[config.mk]
export PLATFORM = sky130hd
export DESIGN_NAME = imem_loader_flat
export DESIGN_NICKNAME = d
export VERILOG_FILES = /design/src/rtl/imem_loader_pkg.sv /design/src/rtl/imem_loader_if.sv /design/src/rtl/imem_loader_word_assembler.sv /design/src/rtl/imem_loader.sv /design/src/flat_wrapper.sv
export SDC_FILE = /design/constraint.sdc
export NUM_CORES = 1
export LEC_CHECK = 0
export CAP_MARGIN = 10
export CORE_ASPECT_RATIO = 1.75
export CORE_MARGIN = 10
export CORE_UTILIZATION = 54
export DETAILED_ROUTE_END_ITERATION = 7
export GPL_TIMING_DRIVEN = 0
export PLACE_DENSITY = 0.9
export SLEW_MARGIN = 10
export SYNTH_ARGS = -nofsm -noshare
export SYNTH_HDL_FRONTEND = slang
export SYNTH_SLANG_ARGS = --single-unit
[constraint.sdc]
create_clock -name clk -period 2.4 [get_ports clk]
set_input_delay 0.24 -clock clk [delete_from_list [all_inputs] [get_ports clk]]
set_output_delay 0.24 -clock clk [all_outputs]
set_load 0.02 [all_outputs]
[src/rtl/imem_loader_pkg.sv]
// ---------------------------------------------------------------------------
// imem_loader_pkg
// Shared types and constants for the boot-time instruction-memory loader.
//   loader_state_t : loader FSM state encoding
//   HDR_BYTES      : bytes in the little-endian word-count header
//   BYTES_PER_WORD : stream bytes packed into one instruction word
//   byte_idx_t     : index of a byte lane within an instruction word
// Optional feature macro: IMEM_LOADER_CHECKSUM_EN (adds the CHECK state).
// ---------------------------------------------------------------------------
package imem_loader_pkg;

  localparam int HDR_BYTES      = 2;
  localparam int BYTES_PER_WORD = 4;

  typedef logic [$clog2(BYTES_PER_WORD)-1:0] byte_idx_t;

  // Encodings are pinned so the default and checksum builds agree on every
  // state they share.
  typedef enum logic [2:0] {
    IDLE    = 3'd0,
    HDR_LO  = 3'd1,
    HDR_HI  = 3'd2,
    PAYLOAD = 3'd3,
    WRITE   = 3'd4,
`ifdef IMEM_LOADER_CHECKSUM_EN
    CHECK   = 3'd5,
`endif
    DONE    = 3'd6,
    ERROR   = 3'd7
  } loader_state_t;

endpackage

[src/rtl/imem_loader_if.sv]
// ---------------------------------------------------------------------------
// imem_loader_if
// Bundles the byte-stream handshake and the instruction-memory write bus.
//   byte_valid / byte_data / byte_ready : source -> loader byte stream
//   imem_we / imem_addr / imem_wdata    : loader -> instruction memory
// Modports:
//   master : the loader (consumes the stream, drives the memory bus)
//   slave  : the environment (drives the stream, observes the memory bus)
// ---------------------------------------------------------------------------
interface imem_loader_if #(
  parameter int WIDTH = 32,
  parameter int AW    = 6
);

  logic             byte_valid;
  logic [7:0]       byte_data;
  logic             byte_ready;
  logic             imem_we;
  logic [AW-1:0]    imem_addr;
  logic [WIDTH-1:0] imem_wdata;

  modport master (
    input  byte_valid, byte_data,
    output byte_ready, imem_we, imem_addr, imem_wdata
  );

  modport slave (
    output byte_valid, byte_data,
    input  byte_ready, imem_we, imem_addr, imem_wdata
  );

endinterface

[src/rtl/imem_loader_word_assembler.sv]
// ---------------------------------------------------------------------------
// word_assembler
// Packs a little-endian byte stream into instruction words.
//   clk, rst  : clock, asynchronous active-low reset
//   clear     : drop any partial word and restart at byte lane 0
//   push      : byte_in is consumed this cycle
//   byte_in   : stream byte
//   word_out  : assembled word (complete the cycle after the 4th push)
//   word_full : this push supplies the last byte of the word
// ---------------------------------------------------------------------------
module word_assembler
  import imem_loader_pkg::*;
#(
  parameter int WIDTH = 32
) (
  input  logic             clk,
  input  logic             rst,
  input  logic             clear,
  input  logic             push,
  input  logic [7:0]       byte_in,
  output logic [WIDTH-1:0] word_out,
  output logic             word_full
);

  byte_idx_t        byte_idx;
  logic [WIDTH-1:0] shift_q;

  // Bytes enter at the top and shift down, so after four pushes the first
  // byte sits in bits [7:0].
  always_ff @(posedge clk or negedge rst) begin
    if (!rst) begin
      byte_idx <= '0;
      shift_q  <= '0;
    end else if (clear) begin
      byte_idx <= '0;
      shift_q  <= '0;
    end else if (push) begin
      byte_idx <= byte_idx + byte_idx_t'(1);
      shift_q  <= {byte_in, shift_q[WIDTH-1:8]};
    end
  end

  assign word_out  = shift_q;
  assign word_full = push && (byte_idx == byte_idx_t'(BYTES_PER_WORD - 1));

endmodule

[src/rtl/imem_loader.sv]
// ---------------------------------------------------------------------------
// imem_loader
// Boot-time loader: reads a 16-bit little-endian word count, then packs the
// following bytes into words written to instruction memory from address 0.
// Holds the core in reset while a session is in progress or has failed.
// Ports:
//   clk, rst    : clock, asynchronous active-low reset
//   start       : one-cycle request to begin a session (IDLE/DONE/ERROR)
//   bus         : byte stream in, instruction-memory write bus out
//   core_hold   : keep core in reset
//   busy        : session in progress
//   done, error : sticky outcome of the last session
//   word_count  : words written in the current or last session
// Optional feature macro: IMEM_LOADER_CHECKSUM_EN -- a trailing byte must
// equal the XOR of all payload bytes for the session to succeed.
// ---------------------------------------------------------------------------
module imem_loader
  import imem_loader_pkg::*;
#(
  parameter  int WIDTH      = 32,
  parameter  int DEPTH_IMEM = 64,
  localparam int AW         = $clog2(DEPTH_IMEM)
) (
  input  logic          clk,
  input  logic          rst,
  input  logic          start,
  imem_loader_if.master bus,
  output logic          core_hold,
  output logic          busy,
  output logic          done,
  output logic          error,
  output logic [AW:0]   word_count
);

  localparam logic [AW:0] COUNT_ONE = {{AW{1'b0}}, 1'b1};

  loader_state_t    state_q, state_d;
  logic             ready_state;
  logic             xfer;
  logic             start_ok;
  logic [7:0]       hdr_lo_q;
  logic [15:0]      hdr_val;
  logic             hdr_bad;
  logic [AW:0]      n_words_q;
  logic             more_words;
  logic [AW-1:0]    last_addr_q;
  logic [WIDTH-1:0] last_wdata_q;
  logic [WIDTH-1:0] word_out;
  logic             word_full;
`ifdef IMEM_LOADER_CHECKSUM_EN
  logic [7:0]       csum_q;
`endif

`ifdef IMEM_LOADER_CHECKSUM_EN
  assign ready_state = (state_q == HDR_LO) || (state_q == HDR_HI) ||
                       (state_q == PAYLOAD) || (state_q == CHECK);
`else
  assign ready_state = (state_q == HDR_LO) || (state_q == HDR_HI) ||
                       (state_q == PAYLOAD);
`endif

  assign xfer     = bus.byte_valid && ready_state;
  assign start_ok = start && ((state_q == IDLE) || (state_q == DONE) ||
                              (state_q == ERROR));

  // The header is judged in the same cycle its high byte arrives.
  assign hdr_val    = {bus.byte_data, hdr_lo_q};
  assign hdr_bad    = (hdr_val == 16'd0) || (hdr_val > 16'(DEPTH_IMEM));
  assign more_words = (word_count + COUNT_ONE) < n_words_q;

  word_assembler #(.WIDTH(WIDTH)) u_asm (
    .clk       (clk),
    .rst       (rst),
    .clear     (start_ok),
    .push      (xfer && (state_q == PAYLOAD)),
    .byte_in   (bus.byte_data),
    .word_out  (word_out),
    .word_full (word_full)
  );

  always_ff @(posedge clk or negedge rst) begin
    if (!rst) state_q <= IDLE;
    else      state_q <= state_d;
  end

  // Next state and all status/bus outputs decode from the current state.
  // Outside WRITE the memory bus replays the last word written.
  always_comb begin
    state_d        = state_q;
    bus.byte_ready = ready_state;
    bus.imem_we    = 1'b0;
    bus.imem_addr  = last_addr_q;
    bus.imem_wdata = last_wdata_q;
    core_hold      = 1'b0;
    busy           = 1'b0;
    done           = 1'b0;
    error          = 1'b0;
    case (state_q)
      IDLE: begin
        if (start_ok) state_d = HDR_LO;
      end
      HDR_LO: begin
        core_hold = 1'b1;
        busy      = 1'b1;
        if (xfer) state_d = HDR_HI;
      end
      HDR_HI: begin
        core_hold = 1'b1;
        busy      = 1'b1;
        if (xfer) state_d = hdr_bad ? ERROR : PAYLOAD;
      end
      PAYLOAD: begin
        core_hold = 1'b1;
        busy      = 1'b1;
        if (word_full) state_d = WRITE;
      end
      WRITE: begin
        core_hold      = 1'b1;
        busy           = 1'b1;
        bus.imem_we    = 1'b1;
        bus.imem_addr  = word_count[AW-1:0];
        bus.imem_wdata = word_out;
`ifdef IMEM_LOADER_CHECKSUM_EN
        state_d = more_words ? PAYLOAD : CHECK;
`else
        state_d = more_words ? PAYLOAD : DONE;
`endif
      end
`ifdef IMEM_LOADER_CHECKSUM_EN
      CHECK: begin
        core_hold = 1'b1;
        busy      = 1'b1;
        if (xfer) state_d = (bus.byte_data == csum_q) ? DONE : ERROR;
      end
`endif
      DONE: begin
        done = 1'b1;
        if (start_ok) state_d = HDR_LO;
      end
      ERROR: begin
        error     = 1'b1;
        core_hold = 1'b1;
        if (start_ok) state_d = HDR_LO;
      end
      default: state_d = IDLE;
    endcase
  end

  // Header capture, word counting and the held copy of the last write.
  always_ff @(posedge clk or negedge rst) begin
    if (!rst) begin
      hdr_lo_q     <= '0;
      n_words_q    <= '0;
      word_count   <= '0;
      last_addr_q  <= '0;
      last_wdata_q <= '0;
    end else begin
      if (start_ok) word_count <= '0;
      if (xfer && (state_q == HDR_LO)) hdr_lo_q <= bus.byte_data;
      if (xfer && (state_q == HDR_HI)) n_words_q <= hdr_val[AW:0];
      if (state_q == WRITE) begin
        word_count   <= word_count + COUNT_ONE;
        last_addr_q  <= word_count[AW-1:0];
        last_wdata_q <= word_out;
      end
    end
  end

`ifdef IMEM_LOADER_CHECKSUM_EN
  // Running XOR over payload bytes only; the header is not included.
  always_ff @(posedge clk or negedge rst) begin
    if (!rst) begin
      csum_q <= '0;
    end else if (start_ok) begin
      csum_q <= '0;
    end else if (xfer && (state_q == PAYLOAD)) begin
      csum_q <= csum_q ^ bus.byte_data;
    end
  end
`endif

endmodule

[src/flat_wrapper.sv]
// flat-port wrapper written by rule: the top's interface ports become plain ports
module imem_loader_flat import imem_loader_pkg::*;
#(
  parameter  int WIDTH      = 32,
  parameter  int DEPTH_IMEM = 64,
  localparam int AW         = $clog2(DEPTH_IMEM)
)
  (clk, rst, start, core_hold, busy, done, error, word_count, bus_byte_valid, bus_byte_data, bus_byte_ready, bus_imem_we, bus_imem_addr, bus_imem_wdata);
  imem_loader_if #(.WIDTH(WIDTH), .AW((6))) bus_i ();
  input  logic clk;
  input  logic rst;
  input  logic start;
  output logic core_hold;
  output logic busy;
  output logic done;
  output logic error;
  output logic [AW:0] word_count;
  input wire logic [$bits(bus_i.byte_valid)-1:0] bus_byte_valid;
  input wire logic [$bits(bus_i.byte_data)-1:0] bus_byte_data;
  output wire logic [$bits(bus_i.byte_ready)-1:0] bus_byte_ready;
  output wire logic [$bits(bus_i.imem_we)-1:0] bus_imem_we;
  output wire logic [$bits(bus_i.imem_addr)-1:0] bus_imem_addr;
  output wire logic [$bits(bus_i.imem_wdata)-1:0] bus_imem_wdata;
  assign bus_i.byte_valid = bus_byte_valid;
  assign bus_i.byte_data = bus_byte_data;
  assign bus_byte_ready = bus_i.byte_ready;
  assign bus_imem_we = bus_i.imem_we;
  assign bus_imem_addr = bus_i.imem_addr;
  assign bus_imem_wdata = bus_i.imem_wdata;
  imem_loader #(.WIDTH(WIDTH), .DEPTH_IMEM(DEPTH_IMEM)) u_core (.clk(clk), .rst(rst), .start(start), .bus(bus_i), .core_hold(core_hold), .busy(busy), .done(done), .error(error), .word_count(word_count));
endmodule
# After elaboration in Yosys (flattened, before gate mapping)

Index checks and enable logic that the tools add are counted.

$add $sub $neg: 2
$lt $le $gt $ge: 2
Eq/ne operators: 11
Muxes and demuxes: 20
Reduce and logical (&&, ||, !) cells: 19

Operators by type and width:

| cell                                                   | number |
|---|---|
| 2-to-1 mux 32 bit                                      | 3 |
| 2-to-1 mux 3 bit                                       | 6 |
| > comparator 16 x 7 -> 1 bit (second input constant)   | 1 |
| zero test 16 bit                                       | 1 |
| one-hot mux 3 bit (5 select lines)                     | 1 |
| 2-to-1 mux 7 bit                                       | 2 |
| equality test 3 bit (second input constant)            | 3 |
| adder 7 x 1 -> 7 bit (second input constant)           | 1 |
| less-than comparator 7 bit                             | 1 |
| equality test 3 x 2 -> 1 bit (second input constant)   | 2 |
| logical AND 1 bit                                      | 6 |
| 2-to-1 mux 6 bit                                       | 1 |
| inequality test 2 x 1 -> 1 bit (second input constant) | 3 |
| logical OR 1 bit                                       | 5 |
| 2-to-1 mux 1 bit                                       | 5 |
| OR reduction 5 bit                                     | 1 |
| 2-to-1 mux 2 bit                                       | 2 |
| AND reduction 4 bit                                    | 1 |
| nonzero test 2 bit                                     | 2 |
| OR reduction 4 bit                                     | 1 |
| equality test 3 x 1 -> 1 bit (second input constant)   | 1 |
| zero test 3 bit                                        | 1 |
| OR reduction 3 bit                                     | 1 |
| adder 2 x 1 -> 2 bit (second input constant)           | 1 |
| other kinds (2)                                        | 2 |

Register bits: 97
Bits of input ports: 12
Word-level logic and storage cells: 62

# Depth between registers and ports, before layout

Gate-level depths: netlist of run 1.

Word-level depth: 8
Gate-level depth with buffers: 8

# Hierarchy

A second synthesis of run 1 with hierarchy kept.

Cells, all modules: 414
Area, all modules: 4229.1 µm²

Modules (own cells, without submodules):

| module         | times used | cells each | area an instance (µm²) | seq. area each (µm²) |
|---|---|---|---|---|
| imem_loader    | 1          | 302        | 2801.4                 | 1576.5 |
| word_assembler | 1          | 112        | 1427.6                 | 850.8 |

# Least setup slack after synthesis of run 1

Ideal clock, no wire load.

Path kind: reg-to-reg
From: register u_core.word_count[0]
To: register u_core.state_q[2]
Arrival time: 1.916 ns
Data required time: 2.276 ns
Slack: 0.360 ns
Cell stages (with the launch flop): 9
Path buffers: 0
Clock period less this slack: 2.040 ns
Cells stage by stage: dfrtp_1 ha_1 nand3_1 nor2_1 xor2_1 ha_1 a21oi_1 o21ai_1 a211o_1

Word-level cells in the longest chain between the ends: 4

RTL lines:

| element                            | RTL line           | RTL |
|---|---|---|
| from (decl)                        | imem_loader.sv:32  | `output logic [AW:0] word_count` |
| from (signal assigned)             | imem_loader.sv:162 | `word_count <= word_count + COUNT_ONE;` |
| adder 7 x 1 -> 7 bit               | imem_loader.sv:69  | `assign more_words = (word_count + COUNT_ONE) < n_words_q;` |
| less-than comparator 7 bit         | imem_loader.sv:69  |  |
| 2-to-1 mux 3 bit                   | imem_loader.sv:126 | `state_d = more_words ? PAYLOAD : DONE;` |
| one-hot mux 3 bit (5 select lines) | imem_loader.sv:98  | `case (state_q)` |
| to (signal assigned)               | imem_loader.sv:83  | `else state_q <= state_d;` |
| to (decl)                          | imem_loader.sv:37  | `loader_state_t state_q, state_d;` |

No other way between the ends.
A chain may end at the register's enable or synchronous reset.

# Worst setup path after layout of run 1

From: register u_core.state_q[2]
To: output bus_imem_wdata[15]

Word-level cells in the longest chain between the ends: 2

RTL lines:

| element             | RTL line           | RTL |
|---|---|---|
| equality test 3 bit | imem_loader.sv:98  |  |
| 2-to-1 mux 32 bit   | imem_loader.sv:98  |  |
| to (decl)           | flat_wrapper.sv:23 | `output wire logic [$bits(bus_i.imem_wdata)-1:0] bus_imem_wdata;` |

No other way between the ends.

==> impl_metrics.csv, run 1 <==
group,metric,value,unit
power_and_ir_drop,pwr-share-clk,20.6,%
final_layout,design_area,5206,um2
routing,via_per_inst,5.358,
timing,slew_violations,0,
synth,synth_top_family_by_area,"simple AND/OR/NAND/NOR gates",
timing,relSlewSlack,58.54,%
routing,drt_iter0_drc,293,
synth,synth-simple-area-share,23.56,%
final_layout,nNetsFinal,550,
place,place.gp.congestion,0.8055,
floorplan,io_pins,63,
routing,vias,3338,
timing,fin_crit_sh,96.61,%
setup_path,arrival,2.08,ns
power_and_ir_drop,power_frac_comb,39.6,%
global_route,overflow,0,
global_route,grt.total_usage,17.34,%
global_route,grt_max_degree,51,
synth,synth_compound_area_share,8.155,%
power_and_ir_drop,p_int,0.004190,W
synth,avgSynthCellArea,9.138,um2
timing,worst_pin_slew,0.6219,ns
final_layout,multi_input_area,1600,um2
global_route,antenna_found_initial,0,
synth,synthXorXnorAreaFrac,1.685,%
final_layout,seq_area,2429,um2
final_layout,area_growth_syn_to_layout,25.22,%
routing,drc,0,
synth,syn_area,4158,um2
floorplan,rows,42,
clock_network,clock_latency,0.34,ns
timing,rsz0062_at_grt,"true",
timing,period_minus_slack,2.319,ns
synth,yosysSeqAreaShare,58.38,%
timing,setup_violations,0,
setup_path,worstSetupPathType,"reg2out",
flow_run,maxCapViolations,0,
clock_network,cts_inserted_buffers,9,
timing,final_hold_viol_count,0,
setup_path,cp_data_required_time,2.16,ns
synth,syn_nets,475,
final_layout,drive_above_1_share,7.103,%
synth,synth_fa_ha_area_share,2.407,%
power_and_ir_drop,cellLeakagePower,2.661,nW
floorplan,die_y,136.1,um
setup_path,crit_path_end_kind,"output port",
clock_network,clock_path_buffers,2,
floorplan,initial_core_util,55.33,%
clock_network,cts_root_buf,"clkbuf_16",
power_and_ir_drop,p_sw_share,38.77,%
timing,skew,0.002372,ns
place,post_dp_cell_area,4913,um2
floorplan,fp.coreArea,7515,um2
timing,max_freq,431.3,MHz
power_and_ir_drop,seqPwrFrac,39.8,%
power_and_ir_drop,p_sw,0.002653,W
run_status,status,"finished clean",
synth,yosysUniqueCellTypes,35,
clock_network,cts_tree,"done",
routing,routedWlPerCell,15.75,um
floorplan,design.die.area,11750,um2
final_layout,diodes,0,
setup_path,rr_worst_depth,8,
worst_hold_path,min_path_type,"in2async",
power_and_ir_drop,p_per_area,1314,nW/um2
synth,synthMuxAreaShare,2.678,%
setup_path,crit_fanout,10,
timing,whs,0.4586,ns
synth,ys.warnings.count,0,
global_route,grt_pass1_vias,3536,
place,dpl.hpwl,7.117,mm
routing,ant_nets,0,
synth,ys_seq_elements,97,
routing,dr.pass1.iters,4,
floorplan,die_width,86.33,um
routing,wl,9.812,mm
clock_network,htreeDepth,3,
clock_network,path_clk_slew,0.06,ns
power_and_ir_drop,ir_drop,0.0009655,V
global_route,grt_pass1_wl,16.55,mm
final_layout,num-fill-cells,559,
setup_path,start_kind,"register",
place,io_buffers,62,
synth,netlist_instances,455,
clock_network,clkSinkCount,97,
-- Yosys cell counts, drive strengths merged --
| library cell | number | area (um2) |
|---|---|---|
| nand2 | 207 | 777.0 |
| dfrtp | 97 | 2427 |
| a21oi | 38 | 190.2 |
| o21ai | 17 | 85.08 |
| clkbuf | 15 | 56.30 |
| buf | 9 | 43.79 |
| mux2 | 9 | 101.4 |
| ha | 8 | 100.1 |
| inv | 8 | 30.03 |
| nor2 | 8 | 30.03 |
| nand3 | 6 | 30.03 |
| xnor2 | 5 | 43.79 |
| nand2b | 3 | 18.77 |
| nor2b | 3 | 18.77 |
| nor3 | 3 | 31.28 |
| or4 | 3 | 26.27 |
| xor2 | 3 | 26.28 |
| a221oi | 2 | 23.77 |
| and3 | 2 | 12.51 |
| a211o | 1 | 8.760 |
| a21o | 1 | 7.510 |
| and2 | 1 | 6.260 |
| mux2i | 1 | 10.01 |
| nand3b | 1 | 7.510 |
| nor4 | 1 | 21.27 |
| o22a | 1 | 8.760 |
| o22ai | 1 | 6.260 |
| o31a | 1 | 8.760 |
-- worst max-delay path: stages, from the launching register on --
cell and delay [ns]:
dfrtp_2 0.43, nor2b_1 0.22, nand2b_1 0.11, inv_2 0.19
clkbuf_4 0.25, nand2_1 0.11, nand2_1 0.09, dlygate4sd2_1 0.34
-- power by group through the flow --
stage,sequential (W),combinational (W),clock (W)
finish,0.00272,0.00271,0.00141
global placement,0.00269,0.00278,0
CTS,0.00272,0.00273,0.00143
floorplan,0.00266,0.00173,0
detailed placement,0.00273,0.00289,0
global route,0.00279,0.00302,0.00149
-- final timing paths --
| path | from | endpoint | slack (ns) |
|---|---|---|---|
| worst max register to register | u_core.word_count[0]$_DFFE_PN0P_ | u_core.state_q[2]$_DFFE_PN0P_ | 0.17 |
| max in group asynchronous | rst | u_core.last_wdata_q[5]$_DFF_PN0_ | 1.28 |
| min in group clk | u_core.last_wdata_q[19]$_DFF_PN0_ | u_core.last_wdata_q[19]$_DFF_PN0_ | 0.47 |
| worst min-delay path | rst | u_core.word_count[6]$_DFFE_PN0P_ | 0.46 |
| worst max-delay path | u_core.state_q[2]$_DFFE_PN0P_ | bus_imem_wdata[15] | 0.08 |
| worst min register to register | u_core.last_wdata_q[19]$_DFF_PN0_ | u_core.last_wdata_q[19]$_DFF_PN0_ | 0.47 |
-- cell type report --
class	instances	share of cell area [%]
sequential	97	46.65
tap	88	2.115
inverter	8	0.5768
timing repair buffer	64	11.85
multi-input combinational	326	30.74
clock inverter	3	0.7690
buffer	24	2.499
clock buffer	13	4.807
-- sequential cells by signal, summed over array words and instances, names as in the netlist --
name and count:
u_core.u_asm.word_out 32, u_core.last_wdata_q 32, u_core.word_count 7, u_core.state_q 3
u_core.last_addr_q 6, u_core.hdr_lo_q 8, u_core.n_words_q 7, u_core.u_asm.byte_idx 2
-- routing by layer --
layer	up-vias	global-route usage [%]	wire length, um
li1	1615	-	-
met1	1620	18.07	3662
met2	92	30.77	5426
met3	11	4.673	574
met4	0	8.680	149
met5	-	0	0
-- what timing repair did --
item / 4_1_cts / 5_1_grt
hold buffers: 1 / 0
resized for setup: 55 / 10
setup endpoints to repair: 39 / 14
hold endpoints to repair: 47 / 0
setup buffers: 0 / 0
-- per-stage QoR --
step,power (W),utilization [%],setup WS [ns],TNS (ns),instances
global route,0.007300,69.28,-0.01778,-0.02680,623
CTS,0.006880,69.11,0.07066,0,623
detailed placement,0.005622,65.38,-0.2711,-6.664,606
global placement,0.005465,65.05,-2.256,-222.21,605
floorplan,0.004390,-,0.3601,0,455
finish,0.006842,69.28,0.08129,0,623
-- kinds of logic after synthesis --
family	after synthesis
XOR/XNOR	8
multiplexers	10
AO/OA/AOI/OAI	62
adder cells (fa/ha/maj)	8
buffers and inverters	32
AND/OR/NAND/NOR	238
flip-flops	97
-- cells in the final DEF, fill, tap and decap left out, drive strengths merged, types with 3 or more instances in the layout --
master	instances
dfrtp	97
xor2	3
nor2	8
or4	3
xnor2	5
inv	8
dlygate4sd2	31
clkdlybuf4s15	8
a21oi	38
nor3	3
clkbuf	28
buf	11
ha	8
nand2	207
mux2	9
nor2b	3
nand2b	3
o21ai	17
clkdlybuf4s50	22
nand3	6
Power figures use the tool's default switching activity.
==> run 2: changes to the inputs <==
--- a/config.mk
+++ b/config.mk
@@ -12,6 +12,8 @@
 export DETAILED_ROUTE_END_ITERATION = 7
 export GPL_TIMING_DRIVEN = 0
 export PLACE_DENSITY = 0.9
+export RECOVER_POWER = 50
+export REMOVE_ABC_BUFFERS = 1
 export SLEW_MARGIN = 10
 export SYNTH_ARGS = -nofsm -noshare
 export SYNTH_HDL_FRONTEND = slang
==> run 2 against run 1 <==
Against the previous run:
- clock power grew 4%
- largest cell class unchanged
- final cell count shrank 2.2%
- register-to-register slack gained 0.03 ns
- critical path type unchanged
- worst hold slack gained 0.0058 ns
- flip-flop and latch count is the same
==> impl_metrics.csv, run 2 (same netlist as run 1, synthesis figures left out) <==
group,metric,value,unit
run_status,status,"finished clean",
setup_path,start_kind,"register",
timing,relSlewSlack,29.76,%
global_route,overflow,0,
worst_hold_path,min_path_type,"reg2reg",
timing,skew,0.008719,ns
floorplan,initial_core_util,55.33,%
global_route,top_usage_layer,"met2",
clock_network,cts_root_buf,"clkbuf_16",
power_and_ir_drop,ir_drop,0.001016,V
floorplan,die_width,86.33,um
floorplan,die_y,136.1,um
setup_path,timing.rr.end,"u_core.state_q[2]$_DFFE_PN0P_",
timing,fin_crit_sh,95.49,%
clock_network,clock_path_buffers,2,
routing,drc,0,
routing,wl,10.14,mm
place,dpl_worst_slack,-0.8325,ns
routing,drt_iter0_drc,244,
final_layout,final_common_cell,"nand2_1",
floorplan,fp.coreArea,7515,um2
clock_network,cts_tree,"done",
place,dpl.hpwl,6.477,mm
clock_network,htreeDepth,3,
global_route,grt_pass1_vias,3461,
setup_path,regToRegStartpoint,"u_core.word_count[0]$_DFFE_PN0P_",
timing,worst_pin_slew,1.054,ns
power_and_ir_drop,cellLeakagePower,2.654,nW
final_layout,drive_above_1_share,9.597,%
clock_network,clock_latency,0.34,ns
setup_path,worstSetupPathType,"reg2out",
floorplan,rows,42,
timing,setup_violations,0,
clock_network,path_clk_slew,0.06,ns
setup_path,cp_data_required_time,2.16,ns
power_and_ir_drop,p_int,0.004272,W
global_route,grt_use_met1,18.93,%
place,dp.cells,585,
setup_path,endpoint,"bus_imem_wdata[16]",
place,io_buffers,62,
setup_path,arrival,2.05,ns
routing,dr.pass1.iters,4,
power_and_ir_drop,pwr-share-clk,21.0,%
setup_path,crit_path_end_kind,"output port",
clock_network,cts_inserted_buffers,9,
power_and_ir_drop,p_sw_share,39.04,%
final_layout,diodes,0,
power_and_ir_drop,power_frac_comb,40.0,%
flow_run,maxCapViolations,0,
power_and_ir_drop,p_sw,0.002735,W
timing,period_minus_slack,2.292,ns
clock_network,clkSinkCount,97,
timing,max_freq,436.3,MHz
timing,final_hold_viol_count,0,
global_route,grt.total_usage,17.53,%
place,place.gp.congestion,0.8010,
setup_path,crit_fanout,46,
final_layout,finalCoreUtilization,69.18,%
place,post_dp_cell_area,4906,um2
global_route,antenna_found_initial,0,
routing,via_per_inst,5.603,
timing,setup_slack,0.1082,ns
timing,slew_violations,0,
final_layout,design_area,5199,um2
final_layout,nNetsFinal,536,
power_and_ir_drop,seqPwrFrac,39.0,%
setup_path,startpoint,"u_core.state_q[0]$_DFFE_PN0P_",
floorplan,design.die.area,11750,um2
global_route,met3_usage,4.853,%
routing,vias,3412,
worst_hold_path,hp-start,"u_core.last_addr_q[4]$_DFF_PN0_",
setup_path,rr_worst_depth,8,
timing,setup_tns,0,ns
routing,routedWlPerCell,16.65,um
routing,ant_nets,0,
final_layout,num-fill-cells,544,
setup_path,r2r_slack,0.20,ns
final_layout,area_growth_syn_to_layout,25.04,%
final_layout,instances_no_fill,609,
global_route,grt_pass1_wl,16.62,mm
global_route,gr-usage-met2,30.23,%
timing,rsz0062_at_grt,"false",
final_layout,layout_common_cells,"207 x nand2_1, 94 x dfrtp_1, 38 x a21oi_1",
global_route,grt_max_degree,55,
power_and_ir_drop,p_per_area,1348,nW/um2
floorplan,io_pins,63,
-- run 2: cell types whose count changed in the layout (fill, tap and decap cells not counted), moves of 3 or more --
cell,delta
clkbuf_1,-9
buf_4,+4
clkbuf_2,+12
dlygate4sd2_1,-3
clkbuf_4,-6
buf_2,-8
clkdlybuf4s15_1,-8
-- run 2: final cells by class --
| cell class | instances | area [um2] | area share [%] |
|---|---|---|---|
| Clock buffer | 13 | 260.3 | 5.006 |
| Clock inverter | 3 | 47.55 | 0.9146 |
| Inverter | 8 | 46.29 | 0.8905 |
| Multi-Input combinational cell | 327 | 1633 | 31.41 |
| Sequential cell | 97 | 2431 | 46.76 |
| Tap cell | 88 | 110.1 | 2.118 |
| Timing Repair Buffer | 73 | 670.6 | 12.90 |
-- run 2: what timing repair did --
action | in CTS | in global routing
resized for setup | 49 | 23
cloned | 1 | 0
setup buffers | 2 | 4
endpoints found under the setup margin | 85 | 38
hold buffers | 1 | 0
endpoints found under the hold margin | 43 | 0
-- run 2: worst min path at each step --
stage | end | slack, ns | cells after the start
CTS | u_core.last_addr_q[5]$_DFF_PN0_ | 0.47 | 2
finish | u_core.last_addr_q[4]$_DFF_PN0_ | 0.46 | 2
global placement | u_core.last_addr_q[4]$_DFF_PN0_ | 0.45 | 2
global route | u_core.last_addr_q[5]$_DFF_PN0_ | 0.49 | 2
floorplan | u_core.hdr_lo_q[0]$_DFFE_PN0P_ | -0.06 | 0
detailed placement | u_core.last_addr_q[5]$_DFF_PN0_ | 0.28 | 1
-- run 2: worst max-delay path, cell delays in order (launching register included) --
cell	delay, ns
dfrtp_2	0.53
nand2b_4	0.28
buf_16	0.21
inv_16	0.16
nand2_1	0.08
nand2_1	0.08
dlygate4sd2_1	0.35
-- run 2: power groups by stage --
stage / clock [W] / sequential (W) / combinational [W]
after floorplan: 0 / 0.00271 / 0.00161
after global placement: 0 / 0.00273 / 0.00266
after detailed placement: 0 / 0.00277 / 0.00286
after CTS: 0.00148 / 0.00274 / 0.00279
after global routing: 0.00154 / 0.00280 / 0.00311
final: 0.00147 / 0.00274 / 0.00280
-- run 2: per-stage QoR --
stage	hold WS [ns]	power (W)
floorplan	-0.05559	0.004320
global placement	0.4527	0.005392
detailed placement	0.2785	0.005638
CTS	0.4655	0.007002
global route	0.4903	0.007446
finish	0.4645	0.007008
-- run 2: metal layers --
metal  routed length [um]  vias to the layer above
met4                  419                        0
met3                  514                       36
met2                 5318                      110
li1                     -                     1588
met5                    0                        -
met1                 3885                     1678
